### src/rtl/rsa_pkg.sv
`default_nettype none
// ============================================================================
//  Module   : rsa_pkg
//  Purpose  : Shared definitions for the RSA stream sequencer: core register
//             selects, operand size and sequencer state encoding.
//  Revision : 1.0  initial release
// ============================================================================
package rsa_pkg;

  localparam int RSA_NBYTES = 32;

  localparam logic [1:0] REG_M = 2'b01;
  localparam logic [1:0] REG_E = 2'b10;
  localparam logic [1:0] REG_N = 2'b11;

  typedef enum logic [3:0] {
    ST_LOAD      = 4'd0,
    ST_WR_LAST   = 4'd1,
    ST_START     = 4'd2,
    ST_WAIT_BUSY = 4'd3,
    ST_WAIT_DONE = 4'd4,
    ST_RD_ADDR   = 4'd5,
    ST_RD_WAIT   = 4'd6,
    ST_RD_CAP    = 4'd7,
    ST_OUT       = 4'd8,
    ST_RELEASE   = 4'd9
  } rsa_state_e;

endpackage
`default_nettype wire

### src/rtl/rsa_seq_counters.sv
`default_nettype none
// ============================================================================
//  Module   : rsa_seq_counters
//  Purpose  : Counters for the RSA stream sequencer.
//             - load byte count 0..3*NBYTES-1, held as {operand, byte k} so
//               the core reg_sel and addr (NBYTES-1-k) decode directly
//             - read index 0..NBYTES-1
//             - saturating compute-cycle counter
//  Ports    : clk, reset (async, active-high)
//             i_load_inc          advance load count (wraps after the last byte)
//             i_rd_clr/i_rd_inc   clear / advance read index
//             i_cyc_clr/i_cyc_inc clear / advance cycle counter (clear wins)
//             o_load_sel/o_load_addr   core sel/addr for the current load byte
//             o_load_first/o_load_last count is 0 / count is 3*NBYTES-1
//             o_rd_idx/o_rd_last       read index / index is NBYTES-1
//             o_cyc_count              saturating cycle count
//  Revision : 1.0  initial release
// ============================================================================
module rsa_seq_counters
  import rsa_pkg::*;
#(
  parameter int NBYTES = RSA_NBYTES,
  parameter int ADDR_W = 5,
  parameter int CYC_W  = 16
) (
  input  logic              clk,
  input  logic              reset,
  input  logic              i_load_inc,
  input  logic              i_rd_clr,
  input  logic              i_rd_inc,
  input  logic              i_cyc_clr,
  input  logic              i_cyc_inc,
  output logic [1:0]        o_load_sel,
  output logic [ADDR_W-1:0] o_load_addr,
  output logic              o_load_first,
  output logic              o_load_last,
  output logic [ADDR_W-1:0] o_rd_idx,
  output logic              o_rd_last,
  output logic [CYC_W-1:0]  o_cyc_count
);

  localparam logic [ADDR_W-1:0] c_last_idx = ADDR_W'(NBYTES - 1);

  logic [1:0]        r_op;
  logic [ADDR_W-1:0] r_k;
  logic [ADDR_W-1:0] r_rd_idx;
  logic [CYC_W-1:0]  r_cyc;
  logic              w_k_last;

  assign w_k_last = (r_k == c_last_idx);

  // Operand select steps M -> E -> N; after the last N byte it wraps to M/0.
  always_ff @(posedge clk or posedge reset) begin
    if (reset) begin
      r_op <= REG_M;
      r_k  <= '0;
    end else if (i_load_inc) begin
      if (w_k_last) begin
        r_k  <= '0;
        r_op <= (r_op == REG_N) ? REG_M : r_op + 2'd1;
      end else begin
        r_k <= r_k + 1'b1;
      end
    end
  end

  always_ff @(posedge clk or posedge reset) begin
    if (reset) begin
      r_rd_idx <= '0;
    end else if (i_rd_clr) begin
      r_rd_idx <= '0;
    end else if (i_rd_inc && (r_rd_idx != c_last_idx)) begin
      r_rd_idx <= r_rd_idx + 1'b1;
    end
  end

  always_ff @(posedge clk or posedge reset) begin
    if (reset) begin
      r_cyc <= '0;
    end else if (i_cyc_clr) begin
      r_cyc <= '0;
    end else if (i_cyc_inc && (r_cyc != '1)) begin
      r_cyc <= r_cyc + 1'b1;
    end
  end

  assign o_load_sel   = r_op;
  assign o_load_addr  = c_last_idx - r_k;
  assign o_load_first = (r_op == REG_M) && (r_k == '0);
  assign o_load_last  = (r_op == REG_N) && w_k_last;
  assign o_rd_idx     = r_rd_idx;
  assign o_rd_last    = (r_rd_idx == c_last_idx);
  assign o_cyc_count  = r_cyc;

endmodule
`default_nettype wire

### src/rtl/rsa_stream_sequencer.sv
`default_nettype none
// ============================================================================
//  Module   : rsa_stream_sequencer
//  Purpose  : Byte-stream front end for the 256-bit RSA core. Loads 3*NBYTES
//             operand bytes (M, E, N, each MSB-first) into the core, starts
//             it, waits for completion and streams the NBYTES result MSB-first.
//  Ports    : clk, reset (async, active-high)
//             in_data/in_valid/in_ready     operand byte stream
//             out_data/out_valid/out_ready  result byte stream
//             busy, done, cyc_count         status
//             core_we/oe/start/reg_sel/addr/wdata  to core
//             core_rdata, core_ready              from core
//             Every output is a register.
//  Revision : 1.0  initial release
// ============================================================================
module rsa_stream_sequencer
  import rsa_pkg::*;
#(
  parameter int NBYTES = RSA_NBYTES,
  parameter int ADDR_W = 5,
  parameter int CYC_W  = 16
) (
  input  logic              clk,
  input  logic              reset,
  input  logic [7:0]        in_data,
  input  logic              in_valid,
  output logic              in_ready,
  output logic [7:0]        out_data,
  output logic              out_valid,
  input  logic              out_ready,
  output logic              busy,
  output logic              done,
  output logic [CYC_W-1:0]  cyc_count,
  output logic              core_we,
  output logic              core_oe,
  output logic              core_start,
  output logic [1:0]        core_reg_sel,
  output logic [ADDR_W-1:0] core_addr,
  output logic [7:0]        core_wdata,
  input  logic [7:0]        core_rdata,
  input  logic              core_ready
);

  localparam logic [ADDR_W-1:0] c_last_idx = ADDR_W'(NBYTES - 1);

  rsa_state_e        r_state, w_nxt_state;
  logic              r_in_ready, w_in_ready;
  logic [7:0]        r_out_data, w_out_data;
  logic              r_out_valid, w_out_valid;
  logic              r_busy, w_busy;
  logic              r_done, w_done;
  logic              r_core_we, w_core_we;
  logic              r_core_oe, w_core_oe;
  logic              r_core_start, w_core_start;
  logic [1:0]        r_core_sel, w_core_sel;
  logic [ADDR_W-1:0] r_core_addr, w_core_addr;
  logic [7:0]        r_core_wdata, w_core_wdata;

  logic              w_accept, w_out_accept;
  logic              w_load_inc, w_rd_clr, w_rd_inc, w_cyc_clr, w_cyc_inc;
  logic [1:0]        w_load_sel;
  logic [ADDR_W-1:0] w_load_addr, w_rd_idx;
  logic              w_load_first, w_load_last, w_rd_last;

  rsa_seq_counters #(
    .NBYTES (NBYTES),
    .ADDR_W (ADDR_W),
    .CYC_W  (CYC_W)
  ) u_counters (
    .clk          (clk),
    .reset        (reset),
    .i_load_inc   (w_load_inc),
    .i_rd_clr     (w_rd_clr),
    .i_rd_inc     (w_rd_inc),
    .i_cyc_clr    (w_cyc_clr),
    .i_cyc_inc    (w_cyc_inc),
    .o_load_sel   (w_load_sel),
    .o_load_addr  (w_load_addr),
    .o_load_first (w_load_first),
    .o_load_last  (w_load_last),
    .o_rd_idx     (w_rd_idx),
    .o_rd_last    (w_rd_last),
    .o_cyc_count  (cyc_count)
  );

  assign w_accept     = (r_state == ST_LOAD) && in_valid && r_in_ready;
  assign w_out_accept = (r_state == ST_OUT) && r_out_valid && out_ready;

  always_ff @(posedge clk or posedge reset) begin
    if (reset) begin
      r_state      <= ST_LOAD;
      r_in_ready   <= 1'b1;
      r_out_data   <= '0;
      r_out_valid  <= 1'b0;
      r_busy       <= 1'b0;
      r_done       <= 1'b0;
      r_core_we    <= 1'b0;
      r_core_oe    <= 1'b0;
      r_core_start <= 1'b0;
      r_core_sel   <= '0;
      r_core_addr  <= '0;
      r_core_wdata <= '0;
    end else begin
      r_state      <= w_nxt_state;
      r_in_ready   <= w_in_ready;
      r_out_data   <= w_out_data;
      r_out_valid  <= w_out_valid;
      r_busy       <= w_busy;
      r_done       <= w_done;
      r_core_we    <= w_core_we;
      r_core_oe    <= w_core_oe;
      r_core_start <= w_core_start;
      r_core_sel   <= w_core_sel;
      r_core_addr  <= w_core_addr;
      r_core_wdata <= w_core_wdata;
    end
  end

  // Next-state and next-output logic; every w_* value is what the matching
  // register shows during the next state.
  always_comb begin
    w_nxt_state  = r_state;
    w_in_ready   = r_in_ready;
    w_out_data   = r_out_data;
    w_out_valid  = r_out_valid;
    w_done       = 1'b0;
    w_core_we    = 1'b0;
    w_core_oe    = r_core_oe;
    w_core_start = 1'b0;
    w_core_sel   = r_core_sel;
    w_core_addr  = r_core_addr;
    w_core_wdata = r_core_wdata;
    w_load_inc   = 1'b0;
    w_rd_clr     = 1'b0;
    w_rd_inc     = 1'b0;
    w_cyc_clr    = 1'b0;
    w_cyc_inc    = 1'b0;

    case (r_state)
      ST_LOAD: begin
        if (w_accept) begin
          w_core_we    = 1'b1;
          w_core_sel   = w_load_sel;
          w_core_addr  = w_load_addr;
          w_core_wdata = in_data;
          w_load_inc   = 1'b1;
          if (w_load_last) begin
            w_in_ready  = 1'b0;
            w_nxt_state = ST_WR_LAST;
          end
        end
      end
      ST_WR_LAST: begin
        w_core_start = 1'b1;
        w_nxt_state  = ST_START;
      end
      ST_START: begin
        w_nxt_state = ST_WAIT_BUSY;
      end
      ST_WAIT_BUSY: begin
        // The core drops ready one cycle after start; only then can a
        // rising ready be trusted as completion.
        if (!core_ready) begin
          w_cyc_clr   = 1'b1;
          w_nxt_state = ST_WAIT_DONE;
        end
      end
      ST_WAIT_DONE: begin
        w_cyc_inc = 1'b1;
        if (core_ready) begin
          w_rd_clr    = 1'b1;
          w_core_oe   = 1'b1;
          w_core_addr = c_last_idx;
          w_nxt_state = ST_RD_ADDR;
        end
      end
      ST_RD_ADDR: begin
        w_nxt_state = ST_RD_WAIT;
      end
      ST_RD_WAIT: begin
        w_nxt_state = ST_RD_CAP;
      end
      ST_RD_CAP: begin
        w_out_data  = core_rdata;
        w_out_valid = 1'b1;
        w_nxt_state = ST_OUT;
      end
      ST_OUT: begin
        if (w_out_accept) begin
          w_out_valid = 1'b0;
          if (!w_rd_last) begin
            w_rd_inc    = 1'b1;
            w_core_addr = c_last_idx - (w_rd_idx + 1'b1);
            w_nxt_state = ST_RD_ADDR;
          end else begin
            w_done      = 1'b1;
            w_core_oe   = 1'b0;
            w_nxt_state = ST_RELEASE;
          end
        end
      end
      ST_RELEASE: begin
        w_in_ready  = 1'b1;
        w_nxt_state = ST_LOAD;
      end
      default: begin
        w_in_ready  = 1'b1;
        w_out_valid = 1'b0;
        w_core_oe   = 1'b0;
        w_nxt_state = ST_LOAD;
      end
    endcase

    // Idle means LOAD with nothing accepted yet; an accept this cycle makes
    // the count nonzero (or leaves LOAD on the final byte).
    w_busy = (w_nxt_state != ST_LOAD) || w_accept || !w_load_first;
  end

  assign in_ready     = r_in_ready;
  assign out_data     = r_out_data;
  assign out_valid    = r_out_valid;
  assign busy         = r_busy;
  assign done         = r_done;
  assign core_we      = r_core_we;
  assign core_oe      = r_core_oe;
  assign core_start   = r_core_start;
  assign core_reg_sel = r_core_sel;
  assign core_addr    = r_core_addr;
  assign core_wdata   = r_core_wdata;

endmodule
`default_nettype wire
### config.mk
export PLATFORM = sky130hd
export DESIGN_NAME = rsa_stream_sequencer
export DESIGN_NICKNAME = d
export VERILOG_FILES = /design/src/rtl/rsa_pkg.sv /design/src/rtl/rsa_seq_counters.sv /design/src/rtl/rsa_stream_sequencer.sv
export SDC_FILE = /design/constraint.sdc
export NUM_CORES = 1
export LEC_CHECK = 0
export CAP_MARGIN = 10
export CORE_AREA = 8 8 87 89
export CTS_CLUSTER_DIAMETER = 80
export DETAILED_ROUTE_END_ITERATION = 16
export DIE_AREA = 0 0 95 97
export GPL_ROUTABILITY_DRIVEN = 0
export PLACE_DENSITY = 0.79
export SYNTH_ARGS = -nofsm -noshare
export SYNTH_HDL_FRONTEND = slang
export SYNTH_SLANG_ARGS = --single-unit
### constraint.sdc
create_clock -name clk -period 2.87 [get_ports clk]
set_input_delay 0.574 -clock clk [delete_from_list [all_inputs] [get_ports clk]]
set_output_delay 0.574 -clock clk [all_outputs]
set_load 0.01 [all_outputs]
# Word-level counts from Yosys, hierarchy flattened
# Cells that the tools add are included.
# totals
out_inout_bits,46
inputBits,21
latch_bits,0
rom_bits,0
n_memories,0
register_bits,62
wordCells,113
ramBits,0
# classes
n_lt_le_gt_ge,0
n_eq_ne,21
n_mul,0
n_mux,41
n_reduce_logical,26
add_sub_neg,6
n_div,0
n_bitwise,3
shifts,0
# op_table
op,n
case mux 4 bit (9 select lines),1
2-to-1 mux 5 bit,7
2-to-1 mux 16 bit,2
2-to-1 mux 4 bit,6
OR reduction 8 bit,3
2-to-1 mux 1 bit,20
"adder 16 x 1 -> 16 bit, second input constant",1
"== test 4 x 3 -> 1 bit, second input constant",4
"!= test 16 bit, second input constant",1
case mux 5 bit (3 select lines),1
"adder 5 x 1 -> 5 bit, second input constant",2
"== test 5 bit, second input constant",2
"!= test 2 bit, second input constant",5
"subtractor 5 bit, first input constant",2
"== test 4 x 2 -> 1 bit, second input constant",2
"== test 4 bit, second input constant",2
logical AND 1 bit,8
case mux 1 bit (3 select lines),2
AND reduction 2 bit,3
logical NOT 5 bit,1
"!= test 5 bit, second input constant",1
AND reduction 5 bit,1
"== test 4 x 1 -> 1 bit, second input constant",1
logical NOT 4 bit,1
14 further kinds,18

# Longest topological paths before layout
# Gate-level depths: netlist of run 1.
# logic_depth
depth_word,8
mapped_depth,8
depth_no_buf,7

# By module
# From an unflattened synthesis of run 1, not the netlist that was laid out.
# hier_totals
hier_cells,322
hier_area_um2,3221.8
# by_module_without_submodules
module,n_inst,area_each_um2,cells_each
rsa_stream_sequencer,1,1612.8,157
rsa_seq_counters,1,1609.0,165

# Worst setup path after synthesis of run 1
# No wires, ideal clock.
# synth_timing
kind,register -> register
startpoint,register u_counters.r_rd_idx[0] (netlist: u_counters.o_rd_idx[0])
endpoint,register r_busy (netlist: busy)
stages_incl_launch_ff,8
period_less_slack_ns,2.104
arrival_ns,1.972
setup_slack_ns,0.766
path_buffers,0
path_cell_list,dfrtp_1 ha_1 and3_1 ha_1 nor2_1 o21ai_1 or4_1 or3_1
# synth_between
elab_chain_cells,7
# synth_lines
item,line,text
from (decl),rsa_seq_counters.sv:46,logic [ADDR_W-1:0] r_rd_idx;
from (signal assigned),rsa_seq_counters.sv:73,r_rd_idx <= r_rd_idx + 1'b1;
== test 5 bit,rsa_seq_counters.sv:92,assign o_rd_last = (r_rd_idx == c_last_idx);
2-to-1 mux 4 bit,rsa_stream_sequencer.sv:191,if (!w_rd_last) begin
2-to-1 mux 4 bit,rsa_stream_sequencer.sv:189,if (w_out_accept) begin
case mux 4 bit (9 select lines),rsa_stream_sequencer.sv:139,case (r_state)
named net w_nxt_state[3],rsa_stream_sequencer.sv:46,"rsa_state_e r_state, w_nxt_state;"
nonzero test 4 bit,rsa_stream_sequencer.sv:216,w_busy = (w_nxt_state != ST_LOAD) || w_accept || !w_load_first;
logical OR 1 bit (2 in series),rsa_stream_sequencer.sv:216,
named net w_busy,rsa_stream_sequencer.sv:50,"logic r_busy, w_busy;"
to (signal assigned),rsa_stream_sequencer.sv:108,r_busy <= w_busy;
to (decl),rsa_stream_sequencer.sv:50,
# The timed path passes the listed nets, and every way through them passes these cells.
# A chain may end at the register's enable or synchronous reset.

# Worst setup path after layout of run 1
# layout_timing
startpoint,register r_state[1]
endpoint,register u_counters.r_rd_idx[2] (netlist: u_counters.o_rd_idx[2])
# layout_between
elab_chain_cells,7
# layout_lines
item,line,text
from (decl),rsa_stream_sequencer.sv:46,
from (signal assigned),rsa_stream_sequencer.sv:104,r_state <= w_nxt_state;
== test 4 bit,"rsa_stream_sequencer.sv:87, rsa_stream_sequencer.sv:139",
logical AND 1 bit (2 in series),rsa_stream_sequencer.sv:87,assign w_out_accept = (r_state == ST_OUT) && r_out_valid && out_ready;
2-to-1 mux 1 bit,rsa_stream_sequencer.sv:189,
2-to-1 mux 1 bit,rsa_stream_sequencer.sv:139,
logical AND 1 bit,rsa_seq_counters.sv:72,end else if (i_rd_inc && (r_rd_idx != c_last_idx)) begin
nonzero test 2 bit (no line),--,
# Several ways; a longest one is shown, not always the timed one.

==> flow_summary.yaml, run 1 <==
synth:
  ys.flop_type: "dfrtp_1"
  ys_warn_count: 0
  synth-async-reset-ratio_pct: 100
  synth_area_um2: 3060
  avgSynthCellArea_um2: 10.8
  synth-edff-count: 0
  syn_inst: 282
  ys_types: 47
  synth_seq_cells: 62
  yosysSeqAreaShare_pct: 50.8
  synth_nets: 312
clock_network:
  clk_pin_slew_worst_paths_ps: 60
  clock_latency_ps: 330
  root_buffer: "clkbuf_8"
  cts_tree: "done"
  htreeDepth: 3
  cts_resized: 0
  cts_setup_buffers: 0
  cts_sinks: 62
  clock_path_buffers: 2
  cts_hold_buf: 0
  numCtsBuffers: 9
pwr:
  power.density_nw_per_um2: 830
  internal_power_mw: 2.18
  p_sw_mw: 1.12
  power.share.sequential_pct: 43.1
  vdd.ir_drop.worst_v: 0.000516
  clockPowerShare_pct: 20.8
  power_frac_comb_pct: 36.1
  p_leak_nw: 1.69
  p_total_mw: 3.30
  swShare_pct: 34.0
route:
  via_per_inst: 5.49
  drt-initial-drc-count: 156
  post_drt_wl_per_cell_um: 15.5
  route.antenna.remaining_nets: 0
  wl_um: 6680
  dr.pass1.iters: 4
  vias: 2371
  drc_errors: 0
grt:
  grt.overflow.total: 0
  grt_max_degree: 63
  grt_pass1_wl_um: 11100
  grt_pass1_vias: 2339
  track_usage_pct: 15.1
  antenna_found_initial: 0
min_path:
  whs_path_depth: 1
  hp-class: "reg2reg"
sta:
  finClkSkew_ps: 7.51
  post-route-period-util_pct: 79.3
  slew_viol_final: 0
  setup_ws_ps: 593
  rsz0062_at_grt: "no"
  fmax_mhz: 439
  setup_viol: 0
  slew_headroom_pct: 64.2
  setup_tns_ps: 0
  tightestPinTransition_ps: 532
  hold_viol: 0
  layout_min_cycle_time_ps: 2280
placement:
  pre_cts_ws_ps: 506
  portBuffers: 66
  hpwlAfterDp_um: 4820
critical_path:
  max_stage_delay_ps: 770
  path_cells: "or4b_1 > nor4_4 > nand2_1 > xor2_1 > nor2_2"
  path_max_fanout: 13
  rr_worst_depth: 5
  worst_ep_arrival_time_ps: 2480
  end_kind: "register"
  crit_type: "reg2reg"
  critPathLaunchType: "register"
  crit_slowest_cell: "or4b_1"
  required_ps: 3080
floorplanning:
  die-area_um2: 9220
  rows: 29
  num_io_pins: 67
  die_x_um: 95
  fp.coreArea_um2: 6200
  start_util_pct: 49.3
  fp.dieH_um: 97
job:
  drv_cap: 0
layout:
  layout_common_cells: "clkdlybuf4s50_1 (66), dfrtp_1 (60), nand2_1 (22)"
  fill_cells: 499
  drive_gt1_share_pct: 11.0
  diodes: 0
  nNetsFinal: 382
  area_growth_pct: 29.9
  layout_commonest_cell: "clkdlybuf4s50_1"
status:
  status: "completed"
[cell usage after synthesis (5+ instances only)]
cell | instances | area share (%)
mux2_1 | 11 | 4.0
xor2_1 | 5 | 1.4
dfrtp_1 | 60 | 49
buf_2 | 6 | 0.98
nand2_1 | 22 | 2.7
o21ai_0 | 6 | 0.98
nand3_1 | 19 | 3.1
o21ai_1 | 14 | 2.3
and3_1 | 6 | 1.2
nor3_1 | 5 | 0.82
ha_1 | 9 | 3.7
xnor2_1 | 10 | 2.9
a211oi_1 | 5 | 1.2
mux2i_1 | 5 | 1.6
mux2_2 | 8 | 2.9
a21oi_1 | 10 | 1.6
nor2_1 | 20 | 2.5
inv_1 | 11 | 1.3
[metal layers]
| metal | global-route usage [%] | vias up | wire (um) |
|---|---|---|---|
| li1 | - | 1151 | - |
| met1 | 19.3 | 1136 | 2990 |
| met2 | 22.4 | 74 | 3080 |
| met3 | 4.25 | 10 | 488 |
| met4 | 7.69 | 0 | 125 |
| met5 | 0 | - | 0 |
[power groups by stage]
stage,registers [mW],logic (mW),clock network (mW)
5_1_grt,1.46,1.30,0.743
2_1_floorplan,1.42,0.606,0
4_1_cts,1.41,1.21,0.712
3_3_place_gp,1.41,1.18,0
3_5_place_dp,1.42,1.20,0
6_report,1.42,1.19,0.685
[through the flow]
step / hold slack (ps) / util, % / cell area (um^2) / std cells
6_report: 486 / 64.0 / 3970 / 432
5_1_grt: 501 / 64.0 / 3970 / 432
4_1_cts: 493 / 64.0 / 3970 / 432
3_5_place_dp: 477 / 61.2 / 3800 / 418
3_3_place_gp: 468 / 61.2 / 3800 / 418
2_1_floorplan: 463 / - / 3060 / 282
[kinds of logic (layout without fill, tap and decap cells)]
kind of cell             Yosys count  after routing  synth area share (%)
flip-flops                        62             62                  50.8
multiplexers                      24             24                  8.63
buffers and inverters             22             95                  3.19
XOR/XNOR                          15             15                  4.29
adder cells (fa/ha/maj)            9              9                  3.68
AND/OR/NAND/NOR                  101            101                  18.8
AO/OA/AOI/OAI                     49             49                  10.6
[worst max-delay path, delay by kind of cell, from the launching register on]
kind / cells / cell delay, ps
flops: 1 / 550
xor+xnor: 1 / 200
simple gates: 4 / 1410
[worst paths after layout]
kind / end / slack [ps] / from
worst min register to register: core_wdata[6] / 490 / core_wdata[6]
max in group asynchronous: u_counters.o_load_sel[0] / 1940 / reset
min in group asynchronous: u_counters.o_cyc_count[10] / 620 / reset
worst min-delay path: core_wdata[6] / 490 / core_wdata[6]
worst max register to register: u_counters.o_rd_idx[2] / 590 / r_state[1]
worst max-delay path: u_counters.o_rd_idx[2] / 590 / r_state[1]
[layout make-up]
cell class | instances | area, um^2 | share of cell area [%]
tap | 77 | 96.3 | 2.43
timing repair buffer | 69 | 696 | 17.5
clock inverter | 1 | 5.00 | 0.126
inverter | 12 | 45.0 | 1.13
multi-input combinational | 198 | 1410 | 35.4
clock buffer | 13 | 169 | 4.25
sequential | 62 | 1550 | 39.1
[flip-flops by register name, summed over array words and instances, names as in the netlist]
| signal | cells |
|---|---|
| busy | 1 |
| core_addr | 5 |
| core_oe | 1 |
| core_reg_sel | 2 |
| core_start | 1 |
| core_wdata | 8 |
| core_we | 1 |
| done | 1 |
| in_ready | 1 |
| out_data | 8 |
| out_valid | 1 |
| r_state | 4 |
| u_counters.o_cyc_count | 16 |
| u_counters.o_load_sel | 2 |
| u_counters.o_rd_idx | 5 |
| u_counters.r_k | 5 |
(Power assumes the default switching activity.)
==> run 2: changes to the inputs <==
--- a/config.mk
+++ b/config.mk
@@ -6,12 +6,12 @@
 export NUM_CORES = 1
 export LEC_CHECK = 0
 export CAP_MARGIN = 10
-export CORE_AREA = 8 8 87 89
+export CORE_AREA = 8 8 91 93
 export CTS_CLUSTER_DIAMETER = 80
 export DETAILED_ROUTE_END_ITERATION = 16
-export DIE_AREA = 0 0 95 97
+export DIE_AREA = 0 0 99 101
 export GPL_ROUTABILITY_DRIVEN = 0
-export PLACE_DENSITY = 0.79
+export PLACE_DENSITY = 0.75
 export SYNTH_ARGS = -nofsm -noshare
 export SYNTH_HDL_FRONTEND = slang
 export SYNTH_SLANG_ARGS = --single-unit
==> constraint.sdc (replaced) <==
create_clock -name clk -period 2 [get_ports clk]
set_input_delay 0.4 -clock clk [delete_from_list [all_inputs] [get_ports clk]]
set_output_delay 0.4 -clock clk [all_outputs]
set_load 0.01 [all_outputs]
==> flow_summary.yaml, run 2 (synthesis gave the netlist of run 1 again) <==
clock_network:
  root_buffer: "clkbuf_8"
  clk_pin_slew_worst_paths_ps: 70
  clock_latency_ps: 350
  cts_sinks: 62
  cts_tree: "done"
  numCtsBuffers: 9
  htreeDepth: 3
  clock_path_buffers: 2
min_path:
  hp-class: "in2async"
critical_path:
  path_cells: "ha_2 > and3_4 > ha_4 > nor2_4 > o21ai_2 > or4_1 > or3_1"
  path_max_fanout: 2
  cp-startpoint: "u_counters.o_rd_idx[1]"
  end_kind: "register"
  rr_startpoint: "u_counters.o_rd_idx[1]"
  worst_ep_arrival_time_ps: 2210
  rr_worst_depth: 7
  crit_slowest_cell: "or4_1"
  max_stage_delay_ps: 400
  crit_type: "reg2reg"
  critPathLaunchType: "register"
  required_ps: 2220
layout:
  fill_cells: 572
  largest_reg_flops: 16
  nNetsFinal: 412
  area_growth_pct: 40.4
  layout_commonest_cell: "clkdlybuf4s50_1"
  drive_gt1_share_pct: 20.7
  stdcell_area_um2: 4300
  diodes: 0
  final_util_pct: 61.9
  layout_common_cells: "clkdlybuf4s50_1 (66), dfrtp_1 (58), buf_4 (31)"
floorplanning:
  fp.dieH_um: 101
  die_x_um: 99
  rows: 31
  fp.coreArea_um2: 6940
  num_io_pins: 67
  start_util_pct: 44.1
  die-area_um2: 10000
status:
  status: "completed"
grt:
  grt_max_degree: 26
  grt_pass1_wl_um: 12400
  grt_pass1_vias: 2555
  track_usage_pct: 15.8
  grt.overflow.total: 0
  antenna_found_initial: 0
pwr:
  p_total_mw: 4.98
  vdd.ir_drop.worst_v: 0.000889
  p_leak_nw: 1.83
  power.density_nw_per_um2: 1160
sta:
  layout_min_cycle_time_ps: 1990
  post-route-period-util_pct: 99.5
  setup_viol: 0
  slew_headroom_pct: 72.1
  fmax_mhz: 502
  tightestPinTransition_ps: 418
  slew_viol_final: 0
  setup_tns_ps: 0
  hold_viol: 0
  finClkSkew_ps: 8.14
  hold_ws_ps: 348
  rsz0062_at_grt: "yes"
placement:
  hpwlAfterDp_um: 5530
  placed_cell_area_um2: 4030
  portBuffers: 66
job:
  drv_cap: 0
route:
  post_drt_wl_per_cell_um: 16.5
  vias: 2545
  via_per_inst: 5.43
  drt-met1-wl_um: 3340
  route.antenna.remaining_nets: 0
  dr.pass1.iters: 4
  wl_um: 7740
  wl_met3_um: 444
  routed.top_layer: "met4"
  drc_errors: 0
  met2_length_um: 3830
  drt-initial-drc-count: 119
## run 2: worst paths after layout
path                                       endpoint  slack, ps
max                                            busy          9
min                                      r_state[1]        350
max reg2reg                                    busy          9
min reg2reg                           core_wdata[5]        490
max in group asynchronous  u_counters.o_load_sel[0]       1120
min in group clk                      core_wdata[5]        490
## run 2: through the flow
| stage | instances | setup WS (ps) |
|---|---|---|
| after global routing | 469 | -32.0 |
| after CTS | 465 | 2.83 |
| after floorplan | 282 | 17.6 |
| after global placement | 448 | -74.5 |
| final | 469 | 9.13 |
| after detailed placement | 448 | -133 |
## run 2: per-layer routing
layer | GRT usage [%] | vias to the layer above
met1 | 18.4 | 1253
met5 | 0 | -
met2 | 26.0 | 76
met4 | 8.03 | 0
met3 | 4.70 | 12
li1 | - | 1204
## run 2: power by group
group | internal [mW] | total (mW) | leakage [nW] | switching, mW
clock | 0.478 | 0.977 | 0.0861 | 0.499
combinational | 1.11 | 2.04 | 0.973 | 0.931
sequential | 1.64 | 1.96 | 0.772 | 0.316
## run 2: critical path, delay by kind of cell, from the launching register on
kind / cells / cell delay [ps]
and+or+nand+nor: 4 / 1060
DFF: 1 / 390
adders and majority gates: 2 / 360
AOI/OAI and AO/OA: 1 / 60
## run 2: layout make-up
cell class | count | area [um^2] | area share (%)
tap | 82 | 103 | 2.39
timing repair buffer | 99 | 933 | 21.7
clock inverter | 4 | 22.5 | 0.524
sequential | 62 | 1560 | 36.2
clock buffer | 12 | 145 | 3.38
multi-input combinational | 198 | 1490 | 34.7
inverter | 12 | 45.0 | 1.05
## run 2: what timing repair did
action                                  in CTS  in global routing
pin swaps                                    0                  6
endpoints found under the setup margin       1                  6
setup buffers                                1                  4
hold buffers                                 0                  0
resized for setup                            2                 10
